===== src/rtl/wb_wr_arbiter.sv =====
// wb_wr_arbiter
//   Shares the single register-file write port between the in-order
//   writeback stage and out-of-order results from long-latency units such as
//   the divider. A WB write always goes first. Unit results wait in a small
//   in-order FIFO and drain on cycles where WB does not write. If the FIFO
//   head is blocked for too long, a bubble is requested from the hazard unit.
//   Pending-destination lookups let the hazard unit stall RAW/WAW consumers
//   of queued results.
//
// Parameters
//   DEPTH     unit-result FIFO entries (power of 2, >= 2)
//   MAX_WAIT  consecutive blocked cycles of the head before pipe_stall_req
//
// Ports
//   clk, rst_n                          clock, async active-low reset
//   wb_reg_wdata/_wr_reg_en/_reg_addr   WB stage write request
//   div_valid/div_ready                 unit result handshake
//   div_waddr/div_wdata                 unit result destination and data
//   rf_wr_en/rf_wr_addr/rf_wdata        register-file write port
//   pipe_stall_req                      bubble request to the hazard unit
//   chk_addr1/2 -> chk_hit1/2           pending-destination lookup
module wb_wr_arbiter #(
    parameter int DEPTH    = 2,
    parameter int MAX_WAIT = 4
) (
    input  logic        clk,
    input  logic        rst_n,
    input  logic [31:0] wb_reg_wdata,
    input  logic        wb_wr_reg_en,
    input  logic [4:0]  wb_wr_reg_addr,
    input  logic        div_valid,
    output logic        div_ready,
    input  logic [4:0]  div_waddr,
    input  logic [31:0] div_wdata,
    output logic        rf_wr_en,
    output logic [4:0]  rf_wr_addr,
    output logic [31:0] rf_wdata,
    output logic        pipe_stall_req,
    input  logic [4:0]  chk_addr1,
    input  logic [4:0]  chk_addr2,
    output logic        chk_hit1,
    output logic        chk_hit2
);

    localparam int PW = $clog2(DEPTH);
    localparam int CW = PW + 1;
    localparam int WW = $clog2(MAX_WAIT + 1);

    typedef struct packed {
        logic [4:0]  addr;
        logic [31:0] data;
    } entry_t;

    entry_t          mem_q [DEPTH];
    entry_t          mem_d [DEPTH];
    logic [PW-1:0]   wr_ptr_q, wr_ptr_d;
    logic [PW-1:0]   rd_ptr_q, rd_ptr_d;
    logic [CW-1:0]   count_q, count_d;
    logic [WW-1:0]   wait_cnt_q, wait_cnt_d;
    logic            stall_q, stall_d;

    logic empty, full, wb_busy, deq, store;

    assign empty     = (count_q == '0);
    assign full      = (count_q == CW'(DEPTH));
    assign div_ready = !full;
    assign wb_busy   = wb_wr_reg_en && (wb_wr_reg_addr != 5'd0);
    assign deq       = !wb_busy && !empty;
    // Writes to x0 are accepted to keep the producer moving but never stored.
    assign store     = div_valid && div_ready && (div_waddr != 5'd0);

    assign pipe_stall_req = stall_q;

    // Write port mux: WB first, then FIFO head, else idle with zeroed outputs.
    always_comb begin
        rf_wr_en   = 1'b0;
        rf_wr_addr = 5'd0;
        rf_wdata   = 32'd0;
        if (wb_busy) begin
            rf_wr_en   = 1'b1;
            rf_wr_addr = wb_wr_reg_addr;
            rf_wdata   = wb_reg_wdata;
        end else if (!empty) begin
            rf_wr_en   = 1'b1;
            rf_wr_addr = mem_q[rd_ptr_q].addr;
            rf_wdata   = mem_q[rd_ptr_q].data;
        end
    end

    // FIFO next state; simultaneous store and dequeue leave the count alone.
    always_comb begin
        mem_d    = mem_q;
        wr_ptr_d = wr_ptr_q;
        rd_ptr_d = rd_ptr_q;
        count_d  = count_q;
        if (store) begin
            mem_d[wr_ptr_q] = '{addr: div_waddr, data: div_wdata};
            wr_ptr_d        = wr_ptr_q + 1'b1;
        end
        if (deq) begin
            rd_ptr_d = rd_ptr_q + 1'b1;
        end
        case ({store, deq})
            2'b10:   count_d = count_q + 1'b1;
            2'b01:   count_d = count_q - 1'b1;
            default: count_d = count_q;
        endcase
    end

    // Starvation tracking. When the FIFO is non-empty and the head is not
    // dequeued, the head is by construction blocked by a WB write.
    always_comb begin
        wait_cnt_d = wait_cnt_q;
        stall_d    = stall_q;
        if (empty || deq) begin
            wait_cnt_d = '0;
            stall_d    = 1'b0;
        end else begin
            if (wait_cnt_q == WW'(MAX_WAIT)) begin
                stall_d = 1'b1;
            end else begin
                wait_cnt_d = wait_cnt_q + 1'b1;
            end
        end
    end

    // Pending-destination lookup: an entry is live if its distance from the
    // read pointer is below the count.
    always_comb begin
        chk_hit1 = 1'b0;
        chk_hit2 = 1'b0;
        for (int i = 0; i < DEPTH; i++) begin
            logic [PW-1:0] off;
            off = PW'(i) - rd_ptr_q;
            if ({1'b0, off} < count_q) begin
                if (chk_addr1 != 5'd0 && mem_q[i].addr == chk_addr1) chk_hit1 = 1'b1;
                if (chk_addr2 != 5'd0 && mem_q[i].addr == chk_addr2) chk_hit2 = 1'b1;
            end
        end
    end

    always_ff @(posedge clk or negedge rst_n) begin
        if (!rst_n) begin
            for (int i = 0; i < DEPTH; i++) mem_q[i] <= '0;
            wr_ptr_q   <= '0;
            rd_ptr_q   <= '0;
            count_q    <= '0;
            wait_cnt_q <= '0;
            stall_q    <= 1'b0;
        end else begin
            mem_q      <= mem_d;
            wr_ptr_q   <= wr_ptr_d;
            rd_ptr_q   <= rd_ptr_d;
            count_q    <= count_d;
            wait_cnt_q <= wait_cnt_d;
            stall_q    <= stall_d;
        end
    end

endmodule


===== config.mk =====
export PLATFORM = sky130hd
export DESIGN_NAME = wb_wr_arbiter
export DESIGN_NICKNAME = d
export VERILOG_FILES = /design/src/rtl/wb_wr_arbiter.sv
export SDC_FILE = /design/constraint.sdc
export NUM_CORES = 1
export LEC_CHECK = 0
export CORE_ASPECT_RATIO = 1.1
export CORE_MARGIN = 4
export CORE_UTILIZATION = 43
export DETAILED_ROUTE_END_ITERATION = 8
export GPL_TIMING_DRIVEN = 0
export PLACE_DENSITY = 0.77
export SLEW_MARGIN = 15
export SYNTH_ARGS = -nofsm -noshare
export SYNTH_HDL_FRONTEND = slang
export SYNTH_SLANG_ARGS = --single-unit

===== constraint.sdc =====
create_clock -name clk -period 2.2 [get_ports clk]
set_input_delay 0.44 -clock clk [delete_from_list [all_inputs] [get_ports clk]]
set_output_delay 0.44 -clock clk [all_outputs]
set_load 0.01 [all_outputs]

# After elaboration in Yosys (flattened, before gate mapping)
# Index checks and enable logic that the tools add are counted.
classes:
  n_addsub: 7
  magnitude_cmp: 5
  n_eq_ne: 9
  n_mux: 25
  bitwise: 2
  reduce_logical: 20
ops:
  columns: ["cell", "n"]
  rows:
  - ["2-to-1 mux 37 bit", 4]
  - ["bitwise mux 74 bit", 1]
  - ["2-to-1 mux 32 bit", 2]
  - ["demux 37 bit (select 1 bit)", 1]
  - ["equality test 5 bit", 4]
  - ["nonzero test 5 bit", 4]
  - ["2-to-1 mux 1 bit", 12]
  - ["2-to-1 mux 5 bit", 2]
  - ["logical AND 1 bit", 9]
  - ["2-to-1 mux 3 bit", 2]
  - ["equality test 2 bit, second input constant", 2]
  - [">= comparator 2 bit, second input constant", 2]
  - ["< comparator 1 x 2 -> 1 bit", 2]
  - ["inverter 1 -> 2 bit", 2]
  - ["case mux 2 bit (2 select lines)", 1]
  - ["nonzero test 2 bit", 2]
  - ["adder 3 x 1 -> 3 bit, second input constant", 1]
  - ["equality test 3 bit, second input constant", 1]
  - ["zero test 1 bit", 3]
  - ["adder 1 bit, second input constant", 2]
  - ["adder 2 x 1 -> 2 bit, second input constant", 1]
  - ["equality test 2 x 1 -> 1 bit, second input constant", 1]
  - ["zero test 2 bit", 1]
  - ["< comparator 2 x 1 -> 1 bit, second input constant", 1]
  - ["other kinds (4)", 5]
totals:
  reg_bits: 82
  word_cells: 77

# Longest topological paths before layout
# Gate-level depths: netlist of the first run.
depth:
  ltp_word: 6
  ltp_mapped: 8
  mapped_depth_nobuf: 8

# Least setup slack after synthesis of the first run
# OpenSTA, ideal clock, no wires.
synth_timing:
  kind: "input to output"
  start: "input port wb_wr_reg_addr[1]"
  end: "output port rf_wr_addr[3]"
  arrival_ns: 1.823
  required_time_ns: 1.760
  setup_slack_ns: -0.063
  cell_stages: 4
  path_cell_list: "or4_1 > o21ai_1 > o21ai_0 > o21ai_0"
synth_between:
  elab_chain_cells: 3
synth_rtl:
  columns: ["element", "line_no", "text"]
  rows:
  - ["start, declared", "30", "input logic [4:0] wb_wr_reg_addr,"]
  - ["nonzero test 5 bit", "67", "assign wb_busy = wb_wr_reg_en && (wb_wr_reg_addr != 5'd0);"]
  - ["logical AND 1 bit", "67", null]
  - ["2-to-1 mux 5 bit", "79", "if (wb_busy) begin"]
  - ["end, declared", "36", "output logic [4:0] rf_wr_addr,"]
# No other way between the ends.

# Final worst setup path of the first run
layout_timing:
  start: "input port wb_wr_reg_addr[2]"
  end: "output port rf_wdata[21]"
layout_between:
  elab_chain_cells: 3
layout_rtl:
  columns: ["element", "line_no", "text"]
  rows:
  - ["nonzero test 5 bit", "67", null]
  - ["logical AND 1 bit", "67", null]
  - ["2-to-1 mux 32 bit", "79", null]
  - ["end, declared", "37", "output logic [31:0] rf_wdata,"]
# No other way between the ends.

==> flow_summary.ini, run 1 <==
[synth]
synthMuxAreaShare_pct = 27.95
yosys.area.top_type = dfrtp_1
synth_top_cell_area_share_pct = 47.25
synth-compound-area-share_pct = 8.096
async_reset_ff_share_pct = 100.0
synth_commonest_cells = 82 x dfrtp_1, 73 x mux2_2, 41 x nand2_1
yosysWarnings = 0
yosysMostFrequentCell = dfrtp_1
ys_ff_latch = 82
synth_top_family_by_area = multiplexers
synthFlopType = dfrtp_1
synthCells = 361
synth_edf_count = 0
synth_area_per_cell_um2 = 12.03
synth_area_leaders = dfrtp_1 47%, mux2_2 19%, mux2i_1 8.8%
ys_seq_area_share_pct = 47.25
syn_nets = 452
synthAdderAreaFrac_pct = 0.8643
netlist_area_mm2 = 0.004343
synth.distinct_cells = 34
synthSimpleGateAreaFrac_pct = 6.799
synth_xor_area_share_pct = 5.042

[floorplan]
ios = 130
num_rows = 38
die_h_um = 113.4
core-area_mm2 = 0.009889
die_w_um = 103.8
fp.dieArea_mm2 = 0.01177
start_util_pct = 43.91

[worst_setup_path]
path_class = primary input to primary output
path_max_fanout = 8
crit_path_end_kind = primary output
crit_required_ps = 1760
r2r_slack_ps = 250
start_kind = primary input
critPathArrivalTime_ps = 1980

[pwr]
vdd_ir_drop_max_mv = 0.4851
power_density_mw_per_mm2 = 1199
power.leakage_nw = 2.898
power_mw = 7.775

[drt]
ant_nets = 0
wirelength_um = 11760
firstDrtPassIters = 4
wire_per_inst_um = 18.46
drt_iter0_drc = 86
vias_per_cell = 5.394
route.detailed.drc = 0
vias = 3436

[clocking]
holdBufCountCts = 0
clock_sinks = 82
clkLatencyLatePin_ps = 350
htreeDepth = 3
cts_buffer_depth = 2
clkTransAtPathRegs_ps = 80
root_buffer = clkbuf_8
cts_tree = built
numCtsBuffers = 9

[grt]
grt_overflow_total = 0
grt_pass1_vias = 3705
grt_max_degree = 45
antenna_found_initial = 0
grtUsageTotal_pct = 20.18
grt_pass1_wl_um = 18980

[timing]
final_max_slew_viol_count = 0
max_slew_margin_pct = 65.76
setup_viol = 36
fmax_mhz = 414.1
period_share_pct = 109.8
rsz0062_at_grt = yes
finalHoldViolCount = 0
hold_ws_ps = 38.87
finalWorstSetupSlack_ps = -215.0
finClkSkew_ps = 9.290
fin_setup_tns_ps = -6178
period_needed_ps = 2415
worstMarginPinSlew_ps = 513.6

[worst_hold_path]
hold_class = primary input to asynchronous set/reset pin

[flow_run]
maxCapViolCount = 0

[finish]
postLayoutCellArea_mm2 = 0.006484
nFillCells = 773
post-route-util_pct = 65.56
antenna_cells = 0
fin_nets = 604
fin_cells = 637
drive_above_1_share_pct = 47.58
areaGrowthSynthToFinish_pct = 49.29

[placed_design]
place_area_mm2 = 0.005903
placedCellCount = 611
place_congestion = 0.8499
place_ws_ps = -1370
portBuffers = 129
dp_hpwl_um = 8248

[run_status]
violations = setup timing
status = finished, violations left
## cells in the final DEF, fill, tap and decap left out, types with 4 or more instances in the layout
cell type and instances:
clkbuf_16 5, nand2_1 12, dlymetal6s2s_1 4, xor2_1 14
buf_12 5, nand2_2 13, buf_6 8, buf_4 9
clkdlybuf4s50_1 70, clkbuf_8 14, dfrtp_2 4, dlygate4sd2_1 11
nor3_1 4, xnor2_1 10, buf_2 40, o31ai_1 5
clkbuf_2 5, dfrtp_1 78, nand2_4 16, mux2i_1 37
mux2_2 73, inv_1 4, o31ai_2 28
## metal layers
metal | track usage [%] | up-vias | share of wire, % | wire length (µm)
met5 | 0 | - | 0 | 0
met4 | 8.067 | 0 | 2.7 | 316
met3 | 4.810 | 26 | 5.0 | 592
met2 | 34.07 | 94 | 50 | 5834
met1 | 25.16 | 1716 | 43 | 5013
li1 | - | 1600 | - | -
## final timing paths
kind,from,to,cells after the start
worst max register to register,count_q[0],mem_q[17],7
max in group asynchronous,rst_n,mem_q[33],2
min in group clk,div_waddr[2],mem_q[34],2
worst max-delay path,wb_wr_reg_addr[2],rf_wdata[21],8
worst min register to register,wr_ptr_q,wr_ptr_q,2
worst min-delay path,rst_n,wait_cnt_q[2],1
## flip-flops by register name, summed over array words and instances, names as in the netlist
register / cells
count_q: 2
mem_q: 74
pipe_stall_req: 1
rd_ptr_q: 1
wait_cnt_q: 3
wr_ptr_q: 1
## cell type report
class,count,area [µm²],share of cell area [%]
buffer,23,309.0,4.766
clock buffer,11,141.4,2.181
clock inverter,4,52.55,0.8105
inverter,4,15.01,0.2316
multi-input combinational,252,2520,38.87
sequential,82,2057,31.73
tap,120,150.1,2.316
timing repair buffer,141,1239,19.10
## critical path: stages
cell and delay, ps:
buf_2 110, or4_4 520, o21a_4 250, clkbuf_16 190, clkbuf_16 180, nand2_4 60, o31ai_2 60, buf_2 160
## power breakdown
part / internal [mW] / switching, mW / leakage (nW) / total (mW)
clock network: 0.552 / 0.525 / 0.0994 / 1.08
registers: 2.27 / 0.504 / 0.969 / 2.78
logic: 2.09 / 1.83 / 1.83 / 3.92
total: 4.92 / 2.85 / 2.90 / 7.78
## cells by family (layout without fill, tap and decap cells)
| family | after synthesis | in the layout |
|---|---|---|
| mux | 112 | 112 |
| flops | 82 | 82 |
| simple gates | 64 | 64 |
| compound gates | 48 | 48 |
| buf+inv | 27 | 183 |
| xor+xnor | 25 | 25 |
| fa+ha+maj | 3 | 3 |
## what timing repair did
item | CTS | global route
setup buffers | 5 | 2
gates cloned | 4 | 0
resized for setup | 280 | 35
endpoints found under the hold margin | 0 | 0
setup endpoints to repair | 61 | 96
pin swaps | 33 | 17
(Power assumes the default switching activity.)
==> inputs of run 2 (changes only) <==
CORE_MARGIN = 2   (was 4)
==> run 2 against run 1 <==
Sequential share of layout area is 0.16 points lower; cell count up 0.47%; die area shrank 7.2%; design area rose by 0.52%; critical path type unchanged; total power grew 0.62%; flip-flop and latch count is the same; non-clock buffer count up 3; register-to-register slack lost 30 ps; the flow still finishes with violations (setup timing); worst hold slack gained 19 ps; critical path depth stayed put.
==> flow_summary.ini, run 2 (same netlist as run 1, synthesis figures left out) <==
[drt]
wirelength_um = 11900
route.detailed.drc = 0
firstDrtPassIters = 4
ant_nets = 0
vias_per_cell = 5.461
wire_per_inst_um = 18.60
vias = 3495
drt_iter0_drc = 134

[worst_setup_path]
r2r_start = count_q[0]
start_kind = primary input
crit_required_ps = 1760
crit_path_end_kind = primary output
rr_worst_depth = 7
path_max_fanout = 8
r2r_slack_ps = 220
path_class = primary input to primary output
critPathArrivalTime_ps = 1990
r2r_end = mem_q[21]

[run_status]
status = finished, violations left
violations = setup timing

[pwr]
swShare_pct = 37.35
power.leakage_nw = 2.912
p_clk_share_pct = 13.8
power_frac_comb_pct = 50.7
power_switching_mw = 2.922
p_int_mw = 4.901
power_density_mw_per_mm2 = 1200
seqPwrFrac_pct = 35.4
power_mw = 7.823
vdd_ir_drop_max_mv = 0.5697

[finish]
ff_latch_area_mm2 = 0.002057
final_common_cell = dfrtp_1
multi_input_area_mm2 = 0.002536
drive_above_1_share_pct = 46.92
reg.largest.list = mem_q (74), wait_cnt_q (3), count_q (2)
post-route-util_pct = 66.22
fin_nets = 607
areaGrowthSynthToFinish_pct = 50.07
antenna_cells = 0
largest_reg_flops = 74
nFillCells = 746
final_cell_mix = 78 x dfrtp_1, 73 x mux2_2, 71 x clkdlybuf4s50_1
regMostFlops = mem_q

[timing]
rsz0062_at_grt = yes
max_slew_margin_pct = 63.56
period_share_pct = 110.4
worstMarginPinSlew_ps = 546.6
finalHoldViolCount = 0
fmax_mhz = 411.7
period_needed_ps = 2429
final_max_slew_viol_count = 0
setup_viol = 38
finalWorstSetupSlack_ps = -229.1
finClkSkew_ps = 14.08

[floorplan]
num_rows = 38
fp.dieArea_mm2 = 0.01092
die_w_um = 99.82
start_util_pct = 44.13
ios = 130
die_h_um = 109.4
core-area_mm2 = 0.009842

[grt]
busiest_layer = met2
grtUsageMet2_pct = 38.90
antenna_found_initial = 0
grt.met1_usage_pct = 27.38
grt_overflow_total = 0
use_met3_pct = 5.149
grt_pass1_wl_um = 18640
grt_max_degree = 43
grt_pass1_vias = 3660
grtUsageTotal_pct = 22.23

[placed_design]
place_congestion = 0.8465
portBuffers = 129
dp_hpwl_um = 8083

[clocking]
cts_buffer_depth = 2
root_buffer = clkbuf_8
clkLatencyLatePin_ps = 360
clock_sinks = 82
holdBufCountCts = 0
cts_tree = built
numCtsBuffers = 9
htreeDepth = 3
clkTransAtPathRegs_ps = 80

[flow_run]
maxCapViolCount = 0

[worst_hold_path]
hold_class = primary input to asynchronous set/reset pin
run 2: cell types whose count changed in the layout (fill, tap and decap cells not counted), moves of 2 or more:
cell / delta
buf_4: +4
clkbuf_2: -2
clkbuf_4: +2
clkinvlp_4: +2
nand2_2: -2
nand2_4: +2
nor4_1: +2
nor4_2: -2
o31ai_2: -5
o31ai_4: +4
run 2: repair_timing:
item / CTS / global route
resized for setup: 271 / 42
pin swaps: 30 / 15
gates cloned: 4 / 0
setup buffers: 6 / 4
setup endpoints to repair: 62 / 65
run 2: critical path, stage by stage:
cell and delay, ps:
buf_6 90, or4_4 530, o21a_4 260, clkbuf_16 200, clkbuf_16 180, nand2_4 70, o31ai_4 60, buf_2 150
run 2: cell type report:
class | instances | share of cell area, %
Inverter | 4 | 0.2304
Clock inverter | 6 | 1.037
Multi-Input combinational cell | 252 | 38.91
Tap cell | 120 | 2.304
Buffer | 23 | 4.799
Sequential cell | 82 | 31.56
Timing Repair Buffer | 144 | 19.26
Clock buffer | 9 | 1.901
run 2: through the flow:
step | setup slack [ps] | cell area, µm² | setup TNS [ps] | cells | hold WS (ps)
6_report | -229.1 | 6518 | -6508 | 640 | 58.20
5_1_grt | -260.9 | 6518 | -8030 | 640 | 80.94
4_1_cts | -250.1 | 6357 | -7778 | 636 | 73.32
3_5_place_dp | -1396 | 5903 | -74430 | 611 | 461.9
3_3_place_gp | -2043 | 5886 | -240160 | 610 | 467.4
2_1_floorplan | -62.79 | 4444 | -1746 | 361 | 144.4
run 2: how the worst max path moves through the flow:
stage	endpoint	startpoint	cells past startpoint	slack (ps)
after floorplan	rf_wr_addr[3]	wb_wr_reg_addr[1]	4	-60
after global placement	mem_q[18]	rst_n	1	-2040
after detailed placement	rf_wdata[20]	wb_wr_reg_en	7	-1400
after CTS	rf_wdata[20]	wb_wr_reg_addr[4]	8	-250
after global routing	rf_wdata[13]	wb_wr_reg_addr[1]	8	-260
final	rf_wdata[20]	wb_wr_reg_addr[1]	8	-230
run 2: metal layers:
layer  share of wire, %  vias to the layer above
met5                  0                        -
met4                1.7                        0
met3                5.9                       20
met2                 51                      121
met1                 41                     1746
li1                   -                     1608
run 2: power by group through the flow:
stage	Combinational (mW)	Sequential, mW	Clock [mW]
2_1_floorplan	2.58	2.63	0
3_3_place_gp	3.72	2.73	0
3_5_place_dp	3.81	2.78	0
4_1_cts	3.85	2.75	1.10
5_1_grt	4.29	2.86	1.17
6_report	3.97	2.77	1.08
==> inputs of run 3 (changes only) <==
SKIP_CTS_REPAIR_TIMING = 1   (was not set)
==> run 3 against run 2 <==
The flow still finishes with violations (setup timing); design area increased by 2.6%; largest cell class unchanged; total power rose by 1.3%; clock-buffer cell count did not move; wire length is 1.5% higher; sequential share of layout area shrank 0.84 points; cell count down 0.31%; combinational power increased by 2%; non-clock buffer count is 2 lower; worst hold slack gained 10 ps.
==> flow_summary.ini, run 3 (same netlist as run 1, synthesis figures left out) <==
[placed_design]
portBuffers = 129
dp_hpwl_um = 8083
place_ws_ps = -1396
place_area_mm2 = 0.005903
place_congestion = 0.8465

[pwr]
vdd_ir_drop_max_mv = 0.5671
power.leakage_nw = 3.050
power_density_mw_per_mm2 = 1185

[finish]
postLayoutCellArea_mm2 = 0.006688
drive_above_1_share_pct = 48.46
fin_nets = 605
final_common_cell = dfrtp_1
largest_reg_flops = 74
reg.largest.list = mem_q (74), wait_cnt_q (3), count_q (2)
final_cell_mix = 80 x dfrtp_1, 73 x mux2_2, 71 x clkdlybuf4s50_1
nFillCells = 713
regMostFlops = mem_q
areaGrowthSynthToFinish_pct = 53.99
antenna_cells = 0

[timing]
fmax_mhz = 412.1
rsz0062_at_grt = yes
finalWorstSetupSlack_ps = -226.5
hold_ws_ps = 68.17
finalHoldViolCount = 0
period_needed_ps = 2426
finClkSkew_ps = 15.56
final_max_slew_viol_count = 0
max_slew_margin_pct = 58.03
worstMarginPinSlew_ps = 628.8
setup_viol = 37
fin_setup_tns_ps = -6573
period_share_pct = 110.3

[floorplan]
start_util_pct = 44.13
fp.dieArea_mm2 = 0.01092
core-area_mm2 = 0.009842
die_w_um = 99.82
num_rows = 38
die_h_um = 109.4
ios = 130

[grt]
grt_pass1_wl_um = 17570
grtUsageTotal_pct = 20.81
grt_overflow_total = 0
grt_max_degree = 43
grt_pass1_vias = 3576
antenna_found_initial = 0

[worst_setup_path]
path_max_fanout = 8
max_stage_delay_ps = 530
cp_slowest_cell = or4_4
crit_required_ps = 1760
start_kind = primary input
path_class = primary input to primary output
critPathArrivalTime_ps = 1990
crit_path_end_kind = primary output
cp_cell_sequence = buf_6, or4_4, o21a_4, buf_12, clkbuf_16, nand2_4, o31ai_1, buf_2

[drt]
vias = 3478
wire_per_inst_um = 18.94
ant_nets = 0
wirelength_um = 12080
drt_iter0_drc = 131
vias_per_cell = 5.451
firstDrtPassIters = 4
route.detailed.drc = 0

[clocking]
clkLatencyLatePin_ps = 360
root_buffer = clkbuf_8
clock_sinks = 82
cts_buffer_depth = 2
cts_tree = built
htreeDepth = 3
numCtsBuffers = 9
clkTransAtPathRegs_ps = 80

[flow_run]
maxCapViolCount = 0

[run_status]
status = finished, violations left
violations = setup timing

[worst_hold_path]
hold_class = primary input to asynchronous set/reset pin
-- run 3: changes by cell type in the layout (fill, tap and decap cells not counted), moves of 6 or more --
| cell | previous run | this run |
|---|---|---|
| nand2_4 | 18 | 28 |
| dlymetal6s2s_1 | 4 | 14 |
| dlygate4sd2_1 | 10 | 0 |
| nand2_2 | 11 | 3 |
| o31ai_4 | 6 | 12 |
-- run 3: path summary, 6_finish.rpt --
| kind | start | end | slack [ps] | cells past startpoint |
|---|---|---|---|---|
| min in group clk | div_waddr[2] | mem_q[71] | 380 | 2 |
| setup reg to reg | count_q[0] | mem_q[11] | 150 | 6 |
| hold reg to reg | wr_ptr_q | wr_ptr_q | 490 | 2 |
| setup / recovery | wb_wr_reg_addr[4] | rf_wdata[18] | -230 | 8 |
| hold / removal | rst_n | wait_cnt_q[2] | 70 | 1 |
| max in group asynchronous | rst_n | count_q[1] | 1500 | 2 |
-- run 3: metal layers --
| metal | wire (µm) | GRT usage [%] | vias up |
|---|---|---|---|
| met1 | 4986 | 25.70 | 1744 |
| met4 | 197 | 5.871 | 0 |
| met3 | 588 | 4.895 | 18 |
| met2 | 6311 | 36.58 | 118 |
| met5 | 0 | 0 | - |
| li1 | - | - | 1598 |
-- run 3: power by group --
group          switching (mW)  total [mW]  internal, mW
sequential              0.535        2.81          2.27
combinational            1.92        4.04          2.11
clock                   0.559        1.08         0.522
-- run 3: metrics by stage --
step | std cells | utilization [%] | power, mW
3_5_place_dp | 611 | 59.98 | 6.591
5_1_grt | 638 | 67.95 | 8.408
4_1_cts | 626 | 61.92 | 7.672
3_3_place_gp | 610 | 59.80 | 6.451
6_report | 638 | 67.95 | 7.924
2_1_floorplan | 361 | - | 5.213
-- run 3: area by class of cell --
class,instances,area [µm²],share of cell area [%]
Buffer,23,297.8,4.453
Clock buffer,9,123.9,1.852
Clock inverter,6,67.56,1.010
Inverter,4,15.01,0.2245
Multi-Input combinational cell,252,2680,40.07
Sequential cell,82,2054,30.72
Tap cell,120,150.1,2.245
Timing Repair Buffer,142,1299,19.42
-- run 3: worst max-delay path, delay by kind of cell --
kind	cells	cell delay [ps]
simple gates	2	580
compound gates	2	360
buf+inv	4	590
